`src/rtl/mem_access_unit.sv`:
```
// Byte/half/word load-store initiator for a word-addressed memory; sub-word stores use read-modify-write.
// Optional macro MISALIGN_TRAP_EN: reject misaligned half/word accesses instead of ignoring the low address bits.
module mem_access_unit #(
  parameter int DEPTH_WORDS = 128
) (
  input  logic        clk,
  input  logic        reset,
  input  logic        req_valid,
  output logic        req_ready,
  input  logic        req_write,
  input  logic [1:0]  req_size,
  input  logic        req_unsigned,
  input  logic [31:0] req_addr,
  input  logic [31:0] req_wdata,
  output logic        resp_valid,
  output logic [31:0] resp_rdata,
  output logic        resp_err,
  output logic [31:0] mem_addr,
  output logic [31:0] mem_wdata,
  output logic        mem_write,
  output logic        mem_read,
  input  logic [31:0] mem_rdata,
  output logic [1:0]  dbg_state
);

  // Request handshake: a request transfers on a rising edge where req_valid && req_ready;
  // req_ready is high only in IDLE and there is no backpressure on the one-cycle response.
  typedef enum logic [1:0] {
    IDLE  = 2'd0,
    READ  = 2'd1,
    WRITE = 2'd2,
    RESP  = 2'd3
  } state_t;

  state_t      state_q;
  logic        write_q;
  logic [1:0]  size_q;
  logic        uns_q;
  logic [1:0]  lane_q;
  logic [31:0] wdata_q;
  logic        misalign;
  logic        req_err;

  assign dbg_state = state_q;

  always_comb begin
    misalign = 1'b0;
`ifdef MISALIGN_TRAP_EN
    misalign = ((req_size == 2'b01) && req_addr[0]) ||
               ((req_size == 2'b10) && (req_addr[1:0] != 2'b00));
`endif
    req_err = ({2'b00, req_addr[31:2]} >= 32'(DEPTH_WORDS)) || (req_size == 2'b11) || misalign;
  end

  function automatic logic [31:0] load_ext(input logic [31:0] word, input logic [1:0] size,
                                           input logic [1:0] lane, input logic uns);
    logic [7:0]  b;
    logic [15:0] h;
    b = word[{lane, 3'b000} +: 8];
    h = lane[1] ? word[31:16] : word[15:0];
    case (size)
      2'b00:   load_ext = {{24{~uns & b[7]}}, b};
      2'b01:   load_ext = {{16{~uns & h[15]}}, h};
      default: load_ext = word;
    endcase
  endfunction

  // Without the misalign trap, halves use only lane[1] and words ignore both lane bits.
  function automatic logic [31:0] store_merge(input logic [31:0] old, input logic [31:0] wdata,
                                              input logic [1:0] size, input logic [1:0] lane);
    store_merge = old;
    case (size)
      2'b00:   store_merge[{lane, 3'b000} +: 8] = wdata[7:0];
      2'b01:   store_merge[{lane[1], 4'b0000} +: 16] = wdata[15:0];
      default: store_merge = wdata;
    endcase
  endfunction

  always_ff @(posedge clk or posedge reset) begin
    if (reset) begin
      state_q    <= IDLE;
      write_q    <= 1'b0;
      size_q     <= 2'b00;
      uns_q      <= 1'b0;
      lane_q     <= 2'b00;
      wdata_q    <= 32'h0;
      req_ready  <= 1'b1;
      resp_valid <= 1'b0;
      resp_rdata <= 32'h0;
      resp_err   <= 1'b0;
      mem_addr   <= 32'h0;
      mem_wdata  <= 32'h0;
      mem_write  <= 1'b0;
      mem_read   <= 1'b0;
    end else begin
      case (state_q)
        IDLE: begin
          if (req_valid) begin
            write_q   <= req_write;
            size_q    <= req_size;
            uns_q     <= req_unsigned;
            lane_q    <= req_addr[1:0];
            wdata_q   <= req_wdata;
            req_ready <= 1'b0;
            if (req_err) begin
              state_q    <= RESP;
              resp_valid <= 1'b1;
              resp_err   <= 1'b1;
              resp_rdata <= 32'h0;
            end else if (req_write && (req_size == 2'b10)) begin
              state_q   <= WRITE;
              mem_write <= 1'b1;
              mem_addr  <= {2'b00, req_addr[31:2]};
              mem_wdata <= req_wdata;
            end else begin
              state_q  <= READ;
              mem_read <= 1'b1;
              mem_addr <= {2'b00, req_addr[31:2]};
            end
          end
        end
        READ: begin
          mem_read <= 1'b0;
          if (write_q) begin
            state_q   <= WRITE;
            mem_write <= 1'b1;
            mem_wdata <= store_merge(mem_rdata, wdata_q, size_q, lane_q);
          end else begin
            state_q    <= RESP;
            mem_addr   <= 32'h0;
            resp_valid <= 1'b1;
            resp_rdata <= load_ext(mem_rdata, size_q, lane_q, uns_q);
          end
        end
        WRITE: begin
          state_q    <= RESP;
          mem_write  <= 1'b0;
          mem_addr   <= 32'h0;
          mem_wdata  <= 32'h0;
          resp_valid <= 1'b1;
          resp_rdata <= 32'h0;
        end
        RESP: begin
          state_q    <= IDLE;
          resp_valid <= 1'b0;
          resp_err   <= 1'b0;
          resp_rdata <= 32'h0;
          req_ready  <= 1'b1;
        end
        default: state_q <= IDLE;
      endcase
    end
  end

endmodule

```
`config.mk`:
```
export PLATFORM = sky130hd
export DESIGN_NAME = mem_access_unit
export DESIGN_NICKNAME = d
export VERILOG_FILES = /design/src/rtl/mem_access_unit.sv
export SDC_FILE = /design/constraint.sdc
export NUM_CORES = 1
export LEC_CHECK = 0
export ABC_AREA = 1
export CAP_MARGIN = 20
export CORE_ASPECT_RATIO = 1.25
export CORE_MARGIN = 1.5
export CORE_UTILIZATION = 40
export DETAILED_ROUTE_END_ITERATION = 10
export PLACE_DENSITY = 0.72
export SLEW_MARGIN = 0
export SYNTH_ARGS = -nofsm -noshare
export SYNTH_HDL_FRONTEND = slang
export SYNTH_SLANG_ARGS = --single-unit
```
`constraint.sdc`:
```
create_clock -name clk -period 6.35 [get_ports clk]
set_input_delay 0.9525 -clock clk [delete_from_list [all_inputs] [get_ports clk]]
set_output_delay 0.9525 -clock clk [all_outputs]
set_load 0.01 [all_outputs]
```
Word-level counts from Yosys, hierarchy flattened --
Cells that the tools add are included.
Word-level totals: register bits 141, output and inout port bits 103, bits of input ports 103
Cells by class: $lt $le $gt $ge 1, reduce and logical (&&, ||, !) cells 15, bitwise logic cells 3, shift-type cells 5, mux-type cells 39, equal/unequal tests 13, $add $sub $neg 2
Operators by type and width (number):
- two-way mux 32 bit | 10
- one-hot mux 32 bit (3 select lines) | 3
- one-hot mux 32 bit (2 select lines) | 2
- bitwise mux 32 bit | 2
- variable shift 16 x 7 -> 32 bit (first input constant) | 1
- variable shift 8 x 7 -> 32 bit (first input constant) | 1
- variable part select 16 x 7 -> 32 bit | 1
- variable part select 32 x 6 -> 8 bit | 1
- variable part select 8 x 7 -> 32 bit | 1
- >= comparator 30 x 8 -> 1 bit (second input constant) | 1
- two-way mux 16 bit | 1
- inequality test 2 bit (second input constant) | 7
- negator 5 -> 7 bit | 2
- two-way mux 1 bit | 12
- equality test 2 bit (second input constant) | 4
- one-hot mux 2 bit (4 select lines) | 1
- AND reduction 4 bit | 2
- two-way mux 2 bit | 3
- one-hot mux 1 bit (2 select lines) | 3
- AND reduction 3 bit | 2
- AND reduction 5 bit | 1
- equality test 2 x 1 -> 1 bit (second input constant) | 2
- logical NOT 2 bit | 2
- one-hot mux 1 bit (4 select lines) | 1
- other kinds (9) | 12

Depth between registers and ports, before layout --
Gate-level depths: netlist of the first run.
depth after elaboration 6, depth in mapped cells 15, mapped depth without buffers 12

Least setup slack after synthesis of the first run --
No wires, ideal clock.
path type register to register, from register lane_q[1], to register mem_wdata[5], setup slack 4.151 ns, setup time 0.065 ns, path buffers 3, arrival 2.134 ns, stages on the path, launching flop included 13, cells stage by stage dfrtp_1 > inv_2 > buf_6 > clkbuf_1 > ha_1 > buf_2 > nor2_1 > nand3_1 > o21ai_0 > nand3_1 > nand2_1 > nand3_1 > nand2_1
Between the ends: longest elaborated chain between the ends 6, elaborated cells on any way between the ends 11, those cells by class 2 x add/sub; 4 x shift; 5 x mux
RTL lines:
- start: declaration | RTL line 39 | logic [1:0] lane_q;
- start signal: assignment | RTL line 102 | lane_q <= req_addr[1:0];
- negator 5 -> 7 bit, on equally long branches | RTL line 74, 73
- variable part select 16 x 7 -> 32 bit (tied with other cells) | RTL line 74 | 2'b01: store_merge[{lane[1], 4'b0000} +: 16] = wdata[15:0];
- bitwise mux 32 bit, on equally long branches | RTL line 74, 73
- one-hot mux 32 bit (2 select lines) * | RTL line 72 | case (size)
- two-way mux 32 bit * | RTL line 124 | if (write_q) begin
- one-hot mux 32 bit (3 select lines) * | RTL line 96 | case (state_q)
- end signal: assignment | RTL line 114 | mem_wdata <= req_wdata;
- end signal: assignment | RTL line 127 | mem_wdata <= store_merge(mem_rdata, wdata_q, size_q, lane_q);
- end: declaration | RTL line 19 | output logic [31:0] mem_wdata,
Mark *: on every way between the ends. The rest lies on a longest branch, timed or not. The select of a mux whose other input is x is not followed. A chain may end at the register's enable or synchronous reset.

Final worst setup path of the first run --
from register lane_q[0], to register mem_wdata[22]
Between the ends: longest elaborated chain between the ends 6, elaborated cells on any way between the ends 7, those cells by class 1 x add/sub; 2 x shift; 4 x mux
RTL lines:
- negator 5 -> 7 bit * | RTL line 73 | 2'b00: store_merge[{lane, 3'b000} +: 8] = wdata[7:0];
- variable part select 8 x 7 -> 32 bit or variable shift 8 x 7 -> 32 bit (tied branches) | RTL line 73
- bitwise mux 32 bit * | RTL line 73
- one-hot mux 32 bit (2 select lines) * | RTL line 72
- two-way mux 32 bit * | RTL line 124
- one-hot mux 32 bit (3 select lines) * | RTL line 96
Marks and branches as above.

==> metrics.md, run 1 <==
| Metric | Value |
|---|---|
| CP Data Required Time | `6.72 ns` |
| Post-synth top area share | `42.38%` |
| Port Buf Inserts | `203` |
| Leak Pwr | `0.005319 uW` |
| Layout cells sized above 1 | `4.952%` |
| Post-Synth Adder-Cell Area | `1.535%` |
| P_sw | `2579 uW` |
| Run status | `finished clean` |
| P&R area growth vs syn | `32.92%` |
| TNS Setup | `0 ns` |
| Clock skew | `0.01071 ns` |
| Combinational power share | `54.6%` |
| Hold_sp | `mem_wdata[5]$_DFFE_PP0P_` |
| RD Place Congestion | `1.002` |
| Routed Wire Length | `26670 um` |
| Setup violations, final | `0` |
| Worst Tran Pin Value | `0.9111 ns` |
| First-pass GRT wire length | `42010 um` |
| Worst vdd ir | `0.2893 mV` |
| Grt total ovfl | `0` |
| Die H | `162.6 um` |
| Critical path's largest stage delay | `0.87 ns` |
| Final core occ | `54.08%` |
| Async SR Flop Fraction | `100.0%` |
| Crit path max-delay family | `simple AND/OR/NAND/NOR gates` |
| Die width | `130.7 um` |
| CTS Buffer Depth | `2` |
| Top post-synthesis cells by count | `nand2_1 (506), dfrtp_1 (138), inv_1 (96), nand3_1 (81), a21oi_1 (67)` |
| Placed cells | `1591` |
| CTS Root Cell | `clkbuf_16` |
| DRT antenna net count | `0` |
| Synth Flop Type | `dfrtp_1` |
| Flop pwr share | `26.9%` |
| Main combinational cell family by area after synthesis | `simple AND/OR/NAND/NOR gates` |
| Syn Area/Cell | `6.929 um^2` |
| Area leader, netlist | `dfrtp_1` |
| Slew headroom | `39.05%` |
| Crit Path Max Fanout | `23` |
| Vias | `8221` |
| Hold Vio Cnt, Final | `0` |
| Maxcap violations | `0` |
| Pwr Total | `5388 uW` |
| FMAX | `314.7 MHz` |
| Cts hold-fix bufs | `0` |
| Diode count | `0` |
| Vias in the first global route | `7900` |
| Max Transition Viols Final | `0` |
| Post-synthesis mux area share | `0%` |
| Cell Int Power | `2809 uW` |
| Number of synthesized flops with an enable pin | `0` |
| Switching share of power | `47.86%` |
| Initial cell density of the core | `40.69%` |
| #FFs+latches synth | `139` |
| CTS Buf Count | `17` |
| Count of different cell masters after synthesis | `43` |
| Min cycle time layout | `3.177 ns` |
| Clock network power share | `18.5%` |
| Crit path launch type | `register` |
| Compound-Gate Fraction of Synth Area | `12.99%` |
| First-pass iteration count of the detailed router | `5` |
| Detailed placer's ending HPWL | `19570 um` |
| Cts repair resizes | `0` |
| CP bufs+invs | `2` |
| Ranking of synthesized cells by area | `dfrtp_1 (42%), nand2_1 (23%), nand3_1 (5.0%)` |
| Average wire per standard cell | `16.43 um` |
| Syn Inst Count | `1176` |
| Post-CTS Setup Repair Bufs | `0` |
| Pwr dens | `497.4 nW/um^2` |
| CP dominant cell by count | `nand2_1` |
| CP max stage cell | `dfrtp_1` |
| Fin crit share | `50.04%` |
| Syn. warnings | `0` |
| Initial antenna violation count | `0` |
| Residual DRC | `0` |
| Largest net degree at the start of global routing | `92` |
| Number of nets in the layout | `1453` |
| I/O pin cnt | `206` |
| Filler Cell Count | `1970` |
| Setup CP Type | `register to register` |
| Clock Pin Slew Worst Setup and Hold Paths | `0.06 ns` |
| Hold WS | `0.4708 ns` |
| Hold crit path type | `register to register` |
| Die area | `21240 um^2` |
| Layout Cells excl Fill | `1623` |
| Cell Chain, Critical Path | `inv_1, ha_1, inv_1, nor2_1, nand2_1, nand2_1, nand2_1, nand2_1, nand2_1, nand2_1, nand3_1, nand2_1` |
| Row count | `58` |
| RSZ-0062 raised after global routing | `false` |
| Vias per std cell | `5.065` |
| Critical Path Start | `lane_q[0]$_DFFE_PP0P_` |
| Seq/Total Area, Yosys | `42.70%` |
| Crit Reg-Reg Startpoint | `lane_q[0]$_DFFE_PP0P_` |
| First DRT Iteration DRCs | `638` |
| Htree depth | `4` |
| TritonCTS clock tree | `done` |
| Most frequent cell after synthesis | `nand2_1` |
| Endpoint class of the critical path | `register` |
| Cell area after synthesis | `8149 um^2` |
| Data arrival, critical path | `3.55 ns` |
| Area of the core | `20030 um^2` |
| Simple-Gate Fraction of Synth Area | `33.55%` |
| Worst reg2reg setup slack | `3.17 ns` |
| Clk Latency, worst-skew pair | `0.44 ns` |
| Clock net sink count | `139` |
| Tot GR Track Use | `25.93%` |
| Synth Area in XOR/XNOR | `0%` |
cells in the final DEF, fill, tap and decap left out, types with 2 or more instances in the layout:
| cell type | count |
|---|---|
| a31oi_1 | 9 |
| o21ai_0 | 63 |
| nand3_1 | 81 |
| clkinvlp_4 | 4 |
| conb_1 | 2 |
| nor2_4 | 2 |
| buf_4 | 7 |
| dfrtp_1 | 138 |
| nand2_1 | 506 |
| o211ai_1 | 3 |
| nand2_2 | 4 |
| inv_1 | 95 |
| o21bai_1 | 8 |
| nand2_4 | 3 |
| a21oi_1 | 67 |
| nor2_2 | 2 |
| inv_4 | 2 |
| nand3b_1 | 8 |
| inv_8 | 3 |
| a21boi_0 | 6 |
| inv_2 | 5 |
| o21ai_1 | 15 |
| ha_1 | 10 |
| nor3_1 | 4 |
| clkdlybuf4s50_1 | 203 |
| nor2_1 | 52 |
| a21boi_1 | 10 |
| clkbuf_16 | 17 |
| inv_6 | 7 |
power by group through the flow:
stage / clock network, uW / logic, uW / registers (uW)
CTS: 1010 / 2940 / 1440
global placement: 0 / 2860 / 1450
detailed placement: 0 / 2920 / 1460
finish: 996 / 2940 / 1450
global route: 1050 / 3290 / 1480
floorplan: 0 / 1920 / 1470
routing by layer:
metal | vias up | track usage [%] | wire length (um)
met5 | - | 0 | 0
met4 | 0 | 10.74 | 781
met3 | 45 | 3.778 | 1725
met2 | 296 | 42.78 | 13010
met1 | 3840 | 33.94 | 11150
li1 | 4040 | - | -
per-stage QoR:
step / worst slack (ns) / instance area, um^2
4_1_cts: 3.245 / 10830
3_3_place_gp: 3.196 / 10220
3_5_place_dp: 3.100 / 10250
5_1_grt: 2.956 / 10830
2_1_floorplan: 1.675 / 8153
6_report: 3.173 / 10830
cells by family after synthesis:
family / after synthesis
fa+ha+maj: 10
buf+inv: 170
flops: 139
compound gates: 189
simple gates: 667
other cells: 1
flip-flops by register name (all words and copies together), names as in the netlist:
| register | cells |
|---|---|
| mem_wdata | 32 |
| mem_read | 1 |
| wdata_q | 32 |
| resp_rdata | 32 |
| req_ready | 1 |
| lane_q | 2 |
| size_q | 2 |
| dbg_state | 2 |
| mem_write | 1 |
| resp_valid | 1 |
| uns_q | 1 |
| write_q | 1 |
| resp_err | 1 |
| mem_addr | 30 |
worst register-to-register path, stage by stage, from the launching register on:
cell and delay, ns:
dfrtp_1 0.87, inv_1 0.30, ha_1 0.62, inv_1 0.13, nor2_1 0.49, nand2_1 0.12, nand2_1 0.08, nand2_1 0.08
nand2_1 0.09, nand2_1 0.05, nand2_1 0.09, nand3_1 0.11, nand2_1 0.10
area by class of cell:
class	instances	area, um^2	area share (%)
clock buffers	17	425.4	3.927
multi-input cells	868	3925	36.24
well taps	270	337.8	3.119
clock inverters	15	155.1	1.432
inverters	103	396.6	3.662
flip-flops and latches	139	3480	32.12
repair buffers	211	2112	19.50
final timing paths:
kind	endpoint	depth (start not counted)
max	mem_wdata[22]$_DFFE_PP0P_	12
min	mem_wdata[5]$_DFFE_PP0P_	2
max reg2reg	mem_wdata[22]$_DFFE_PP0P_	12
min reg2reg	mem_wdata[5]$_DFFE_PP0P_	2
max in group asynchronous	wdata_q[8]$_DFFE_PP0P_	3
min in group asynchronous	mem_addr[22]$_DFFE_PP0P_	2
Power figures use the tool's default switching activity.
==> run 2: changes to the inputs <==
--- a/config.mk
+++ b/config.mk
@@ -11,7 +11,7 @@
 export CORE_MARGIN = 1.5
 export CORE_UTILIZATION = 40
 export DETAILED_ROUTE_END_ITERATION = 10
-export PLACE_DENSITY = 0.72
+export PLACE_DENSITY = 0.75
 export SLEW_MARGIN = 0
 export SYNTH_ARGS = -nofsm -noshare
 export SYNTH_HDL_FRONTEND = slang
==> constraint.sdc (replaced) <==
create_clock -name clk -period 2.6 [get_ports clk]
set_input_delay 0.39 -clock clk [delete_from_list [all_inputs] [get_ports clk]]
set_output_delay 0.39 -clock clk [all_outputs]
set_load 0.01 [all_outputs]
==> run 2 against run 1 <==
Against the previous run:
- clock-buffer cell count stayed put
- combinational power is 150% higher
- largest cell class unchanged
- clock power is 150% higher
- sequential cell count stayed put
- critical path type unchanged
- utilization is 0.94 points higher
==> metrics.md, run 2 (synthesis results as in run 1) <==
| Metric | Value |
|---|---|
| CTS Root Cell | `clkbuf_16` |
| Largest registers | `mem_wdata (32), resp_rdata (32), wdata_q (32)` |
| Initial antenna violation count | `0 (unchanged)` |
| Endpoint class of the critical path | `register` |
| Post-CTS Setup Repair Bufs | `0 (unchanged)` |
| Number of nets in the layout | `1470 (+1.2%)` |
| Clock network power share | `18.5% (about the same)` |
| Clock skew | `0.01249 ns (+0.001777 ns)` |
| Crit Reg-Reg Startpoint | `lane_q[0]$_DFFE_PP0P_` |
| Cell Chain, Critical Path | `inv_1, ha_1, inv_1, nor2_1, nand2_1, nand2_1, nand2_1, nand2_1, nand2_1, nand2_1, nand3_1, nand2_1` |
| CP Data Required Time | `2.97 ns (-3.75 ns)` |
| Port Buf Inserts | `203 (unchanged)` |
| Cell Int Power | `7018 uW (+150%)` |
| Residual DRC | `0 (unchanged)` |
| Grt total ovfl | `0 (unchanged)` |
| Data arrival, critical path | `2.65 ns (-0.90 ns)` |
| Vias | `8268 (+0.57%)` |
| Worst Tran Pin Value | `0.6538 ns (-0.2573 ns)` |
| CP max stage cell | `ha_1` |
| Largest net degree at the start of global routing | `59 (-36%)` |
| Pwr dens | `1206 nW/um^2 (+140%)` |
| I/O pin cnt | `206 (unchanged)` |
| Vias in the first global route | `7968 (+0.86%)` |
| Crit path max-delay family | `simple AND/OR/NAND/NOR gates` |
| CP dominant cell by count | `nand2_1` |
| Die width | `130.7 um (unchanged)` |
| First-pass iteration count of the detailed router | `5 (unchanged)` |
| Hold Vio Cnt, Final | `0 (unchanged)` |
| Layout cells sized above 1 | `6.131% (+1.2 points)` |
| DRT antenna net count | `0 (unchanged)` |
| Max Transition Viols Final | `0 (unchanged)` |
| CTS Buf Count | `17 (unchanged)` |
| Worst vdd ir | `0.8664 mV (+200%)` |
| Area of the multi-input gates | `3925 um^2 (unchanged)` |
| Hold WS | `0.3707 ns (-0.1001 ns)` |
| Filler Cell Count | `1952 (-0.91%)` |
| Crit Path Max Fanout | `10 (-57%)` |
| First DRT Iteration DRCs | `594 (-6.9%)` |
| Critical path's largest stage delay | `0.53 ns (-0.34 ns)` |
| Clock net sink count | `139 (unchanged)` |
| TritonCTS clock tree | `done` |
| Leak Pwr | `0.005427 uW (+2.0%)` |
| P_sw | `6270 uW (+140%)` |
| Crit path launch type | `register` |
| Run status | `finished clean` |
| Setup CP Type | `register to register` |
| Flop pwr share | `26.5% (-0.4 points)` |
| Setup violations, final | `0 (unchanged)` |
| Detailed placer's ending HPWL | `19990 um (+2.1%)` |
| Fin crit share | `87.70% (+38 points)` |
| Maxcap violations | `0 (unchanged)` |
| Min cycle time layout | `2.280 ns (-0.8972 ns)` |
| Hold crit path type | `input port to asynchronous set/reset pin` |
| Combinational power share | `54.9% (+0.3 points)` |
| FMAX | `438.6 MHz (+39%)` |
| Die area | `21240 um^2 (unchanged)` |
| Slew headroom | `56.26% (+17 points)` |
| CTS Buffer Depth | `2 (unchanged)` |
| Tot GR Track Use | `25.10% (-0.84 points)` |
| First-pass GRT wire length | `41260 um (-1.8%)` |
| Row count | `58 (unchanged)` |
| CP bufs+invs | `2 (unchanged)` |
| Vias per std cell | `5.041 (-0.47%)` |
| Average wire per standard cell | `15.94 um (-3.0%)` |
| Commonest cells after routing, fill and taps aside | `nand2_1 (506), clkdlybuf4s50_1 (203), dfrtp_1 (138), inv_1 (95), nand3_1 (81)` |
| Critical Path Start | `lane_q[0]$_DFFE_PP0P_` |
| Diode count | `0 (unchanged)` |
| Most common library cell in the layout ignoring fill and taps | `nand2_1` |
| RSZ-0062 raised after global routing | `false` |
| Area of the core | `20030 um^2 (unchanged)` |
| Reg area | `3480 um^2 (unchanged)` |
| Initial cell density of the core | `40.69% (unchanged)` |
| Die H | `162.6 um (unchanged)` |
| Cts hold-fix bufs | `0 (unchanged)` |
| Clock Pin Slew Worst Setup and Hold Paths | `0.07 ns (about the same)` |
| Htree depth | `4 (unchanged)` |
| TNS Setup | `0 ns (unchanged)` |
| Switching share of power | `47.19% (-0.67 points)` |
| P&R area growth vs syn | `35.24%` |
| Clk Latency, worst-skew pair | `0.44 ns (about the same)` |
| Routed Wire Length | `26140 um (-2.0%)` |
| RD Place Congestion | `0.9795 (-2.3%)` |
| Cts repair resizes | `0 (unchanged)` |
[run 2: cell count changes in the layout (fill, tap and decap cells not counted), sizes merged]
cell / change
clkinv: +3
clkinvlp: -1
inv: -2
buf: +17
[run 2: layout make-up]
cell class,count,area share (%)
Multi-Input combinational cell,868,35.62
Clock inverter,15,1.589
Inverter,103,3.588
Tap cell,270,3.065
Clock buffer,17,3.860
Sequential cell,139,31.57
Timing Repair Buffer,228,20.71
[run 2: metrics by stage]
| step | power, uW | area (um^2) | instances | setup WS [ns] | util, % |
|---|---|---|---|---|---|
| 5_1_grt | 14330 | 11020 | 1640 | 0.1321 | 55.02 |
| 3_5_place_dp | 10840 | 10420 | 1608 | 0.2011 | 52.02 |
| 4_1_cts | 13340 | 11020 | 1640 | 0.3366 | 55.02 |
| 3_3_place_gp | 10720 | 10420 | 1608 | 0.2828 | 52.02 |
| 2_1_floorplan | 8286 | 8157 | 1177 | 0.4013 | - |
| 6_report | 13290 | 11020 | 1640 | 0.3199 | 55.02 |
[run 2: path summary, 6_finish.rpt]
| path | cells past startpoint | endpoint | slack, ns |
|---|---|---|---|
| worst min-delay path | 2 | wdata_q[6]$_DFFE_PP0P_ | 0.37 |
| worst max register to register | 12 | mem_wdata[22]$_DFFE_PP0P_ | 0.32 |
| max in group asynchronous | 3 | req_ready$_DFFE_PP1P_ | 1.57 |
| worst max-delay path | 12 | mem_wdata[22]$_DFFE_PP0P_ | 0.32 |
| min in group clk | 2 | mem_addr[0]$_DFFE_PP0P_ | 0.48 |
| worst min register to register | 2 | mem_addr[0]$_DFFE_PP0P_ | 0.48 |
[run 2: metal layers]
metal  vias to the layer above  part of all wire [%]  global-route usage [%]
met5                         -                     0                       0
met4                         0                   2.2                   7.742
met2                       267                    50                   42.51
met3                        41                   5.2                   3.417
li1                       4063                     -                       -
met1                      3897                    43                   33.14
[run 2: power groups by stage]
| stage | combinational, uW | clock (uW) | sequential, uW |
|---|---|---|---|
| after global placement | 7180 | 0 | 3540 |
| after detailed placement | 7300 | 0 | 3540 |
| after global routing | 8130 | 2590 | 3610 |
| after floorplan | 4700 | 0 | 3590 |
| after CTS | 7320 | 2500 | 3520 |
| final | 7300 | 2460 | 3520 |
==> run 3: changes to the inputs <==
--- a/config.mk
+++ b/config.mk
@@ -11,7 +11,7 @@
 export CORE_MARGIN = 1.5
 export CORE_UTILIZATION = 40
 export DETAILED_ROUTE_END_ITERATION = 10
-export PLACE_DENSITY = 0.75
+export PLACE_DENSITY = 0.72
 export SLEW_MARGIN = 0
 export SYNTH_ARGS = -nofsm -noshare
 export SYNTH_HDL_FRONTEND = slang
==> constraint.sdc (replaced) <==
create_clock -name clk -period 2.85 [get_ports clk]
set_input_delay 0.4275 -clock clk [delete_from_list [all_inputs] [get_ports clk]]
set_output_delay 0.4275 -clock clk [all_outputs]
set_load 0.01 [all_outputs]
==> run 3 against run 2 <==
Against the previous run:
- worst setup slack improved by 0.20 ns
- sequential share of layout area rose by 0.13 points
- design area is 0.40% lower
- critical path type unchanged
- largest power group unchanged
- highest routed layer unchanged
==> metrics.md, run 3 (synthesis results as in run 1) <==
| Metric | Value |
|---|---|
| RSZ-0062 raised after global routing | `false` |
| Grt total ovfl | `0 (unchanged)` |
| FF-to-FF path depth | `12 (unchanged)` |
| Most common library cell in the layout ignoring fill and taps | `nand2_1` |
| TritonCTS clock tree | `done` |
| Tot GR Track Use | `25.63% (+0.54 points)` |
| Max Transition Viols Final | `0 (unchanged)` |
| Commonest cells after routing, fill and taps aside | `nand2_1 (506), clkdlybuf4s50_1 (203), dfrtp_1 (138), inv_1 (95), nand3_1 (81)` |
| Crit Reg-Reg Startpoint | `lane_q[0]$_DFFE_PP0P_` |
| Htree depth | `4 (unchanged)` |
| Detailed placer's ending HPWL | `19880 um (-0.57%)` |
| Row count | `58 (unchanged)` |
| Clk Latency, worst-skew pair | `0.43 ns (about the same)` |
| Data arrival, critical path | `2.71 ns (+0.06 ns)` |
| Initial cell density of the core | `40.69% (unchanged)` |
| Cts repair resizes | `0 (unchanged)` |
| Layout Cells excl Fill | `1634 (-0.37%)` |
| Vias in the first global route | `7777 (-2.4%)` |
| Largest registers | `mem_wdata (32), resp_rdata (32), wdata_q (32)` |
| Largest net degree at the start of global routing | `59 (unchanged)` |
| Setup violations, final | `0 (unchanged)` |
| Die H | `162.6 um (unchanged)` |
| CTS Buffer Depth | `2 (unchanged)` |
| TNS Setup | `0 ns (unchanged)` |
| Residual DRC | `0 (unchanged)` |
| Leak Pwr | `0.005404 uW (-0.43%)` |
| Critical R2R Capture | `mem_wdata[22]$_DFFE_PP0P_` |
| Dpl cell area | `10380 um^2 (-0.43%)` |
| Routed Wire Length | `26520 um (+1.5%)` |
| Hold crit path type | `input port to asynchronous set/reset pin` |
| I/O pin cnt | `206 (unchanged)` |
| Finished Cell Area | `10980 um^2 (-0.40%)` |
| Number of nets in the layout | `1464 (-0.41%)` |
| Clock Pin Slew Worst Setup and Hold Paths | `0.06 ns (about the same)` |
| Die width | `130.7 um (unchanged)` |
| Placed cells | `1602 (-0.37%)` |
| Worst reg2reg setup slack | `0.51 ns (+0.20 ns)` |
| Critical path's largest stage delay | `0.54 ns (about the same)` |
| Maxcap violations | `0 (unchanged)` |
| Layout cells sized above 1 | `5.718% (-0.41 points)` |
| Slew headroom | `46.08% (-10 points)` |
| CP bufs+invs | `2 (unchanged)` |
| Hold Vio Cnt, Final | `0 (unchanged)` |
| FMAX | `428.2 MHz (-2.4%)` |
| Clock net sink count | `139 (unchanged)` |
| Crit path launch type | `register` |
| Worst vdd ir | `0.6168 mV (-29%)` |
| Fin crit share | `81.93% (-5.8 points)` |
| CP dominant cell by count | `nand2_1` |
| CTS Root Cell | `clkbuf_16` |
| RD Place Congestion | `0.9925 (+1.3%)` |
| Critical path depth | `12 (unchanged)` |
| Place WS | `0.3767 ns (+0.1756 ns)` |
| P&R area growth vs syn | `34.70%` |
| Clock skew | `0.01162 ns (-0.0008751 ns)` |
| Average wire per standard cell | `16.23 um (+1.8%)` |
| Min cycle time layout | `2.335 ns (+0.05500 ns)` |
| DRT antenna net count | `0 (unchanged)` |
| First DRT Iteration DRCs | `669 (+13%)` |
| Cell Chain, Critical Path | `inv_1, ha_1, inv_1, nor2_1, nand2_1, nand2_1, nand2_1, nand2_1, nand2_1, nand2_1, nand3_1, nand2_1` |
| Run status | `finished clean` |
| Vias | `8228 (-0.48%)` |
| Area of the core | `20030 um^2 (unchanged)` |
| Port Buf Inserts | `203 (unchanged)` |
| Setup CP Type | `register to register` |
| Die area | `21240 um^2 (unchanged)` |
| Worst Tran Pin Value | `0.8087 ns (+0.1549 ns)` |
| Crit path max-delay family | `simple AND/OR/NAND/NOR gates` |
| First-pass GRT wire length | `41380 um (+0.28%)` |
| First-pass iteration count of the detailed router | `7 (+2)` |
| Pwr dens | `1106 nW/um^2 (-8.2%)` |
| Fin worst setup slack | `0.5149 ns (+0.1950 ns)` |
| Cts hold-fix bufs | `0 (unchanged)` |
| Post-CTS Setup Repair Bufs | `0 (unchanged)` |
| Endpoint class of the critical path | `register` |
| Diode count | `0 (unchanged)` |
| Initial antenna violation count | `0 (unchanged)` |
| Crit Path Max Fanout | `10 (unchanged)` |
| Vias per std cell | `5.035 (-0.12%)` |
| CP max stage cell | `ha_1` |
| CTS Buf Count | `17 (unchanged)` |
| CP Data Required Time | `3.22 ns (+0.25 ns)` |
[run 3: changes by cell type in the layout (fill, tap and decap cells not counted), sizes merged]
cell / before / now
buf: 25 / 19
bufinv: 1 / 2
clkinvlp: 3 / 2
[run 3: worst max path at each step]
stage,end,slack [ns],from
after detailed placement,mem_addr[22]$_DFFE_PP0P_,0.38,req_size[1]
after global routing,mem_wdata[22]$_DFFE_PP0P_,0.27,lane_q[0]$_DFFE_PP0P_
after global placement,mem_addr[24]$_DFFE_PP0P_,0.50,req_size[1]
after CTS,mem_wdata[18]$_DFFE_PP0P_,0.47,dbg_state[1]$_DFFE_PP0N_
after floorplan,mem_wdata[5]$_DFFE_PP0P_,0.65,lane_q[1]$_DFFE_PP0P_
final,mem_wdata[22]$_DFFE_PP0P_,0.51,lane_q[0]$_DFFE_PP0P_
[run 3: stage by stage]
step           hold WS (ns)  utilization (%)  power [uW]
2_1_floorplan        0.4492                -        7559
3_3_place_gp         0.4554            51.80        9784
3_5_place_dp         0.4616            51.80        9886
4_1_cts              0.2997            54.80       12200
5_1_grt              0.3060            54.80       13120
6_report             0.3004            54.80       12140
[run 3: power by group]
part / internal (uW) / switching, uW / leakage (uW)
Combinational: 2450 / 4220 / 0.00329
Clock: 1320 / 969 / 0.000295
Sequential: 2680 / 508 / 0.00182
[run 3: per-layer routing]
layer | up-vias | global-route usage [%] | wire [um]
met3 | 46 | 3.909 | 1564
met1 | 3849 | 34.33 | 11410
met5 | - | 0 | 0
met2 | 274 | 41.65 | 12760
met4 | 0 | 9.890 | 776
li1 | 4059 | - | -
[run 3: cell type report]
class	instances	area [um^2]
clock buffers	17	425.4
clock inverters	15	176.4
flip-flops and latches	139	3480
fillers	1972	9052
multi-input cells	868	3925
well taps	270	337.8
repair buffers	222	2237
inverters	103	395.4
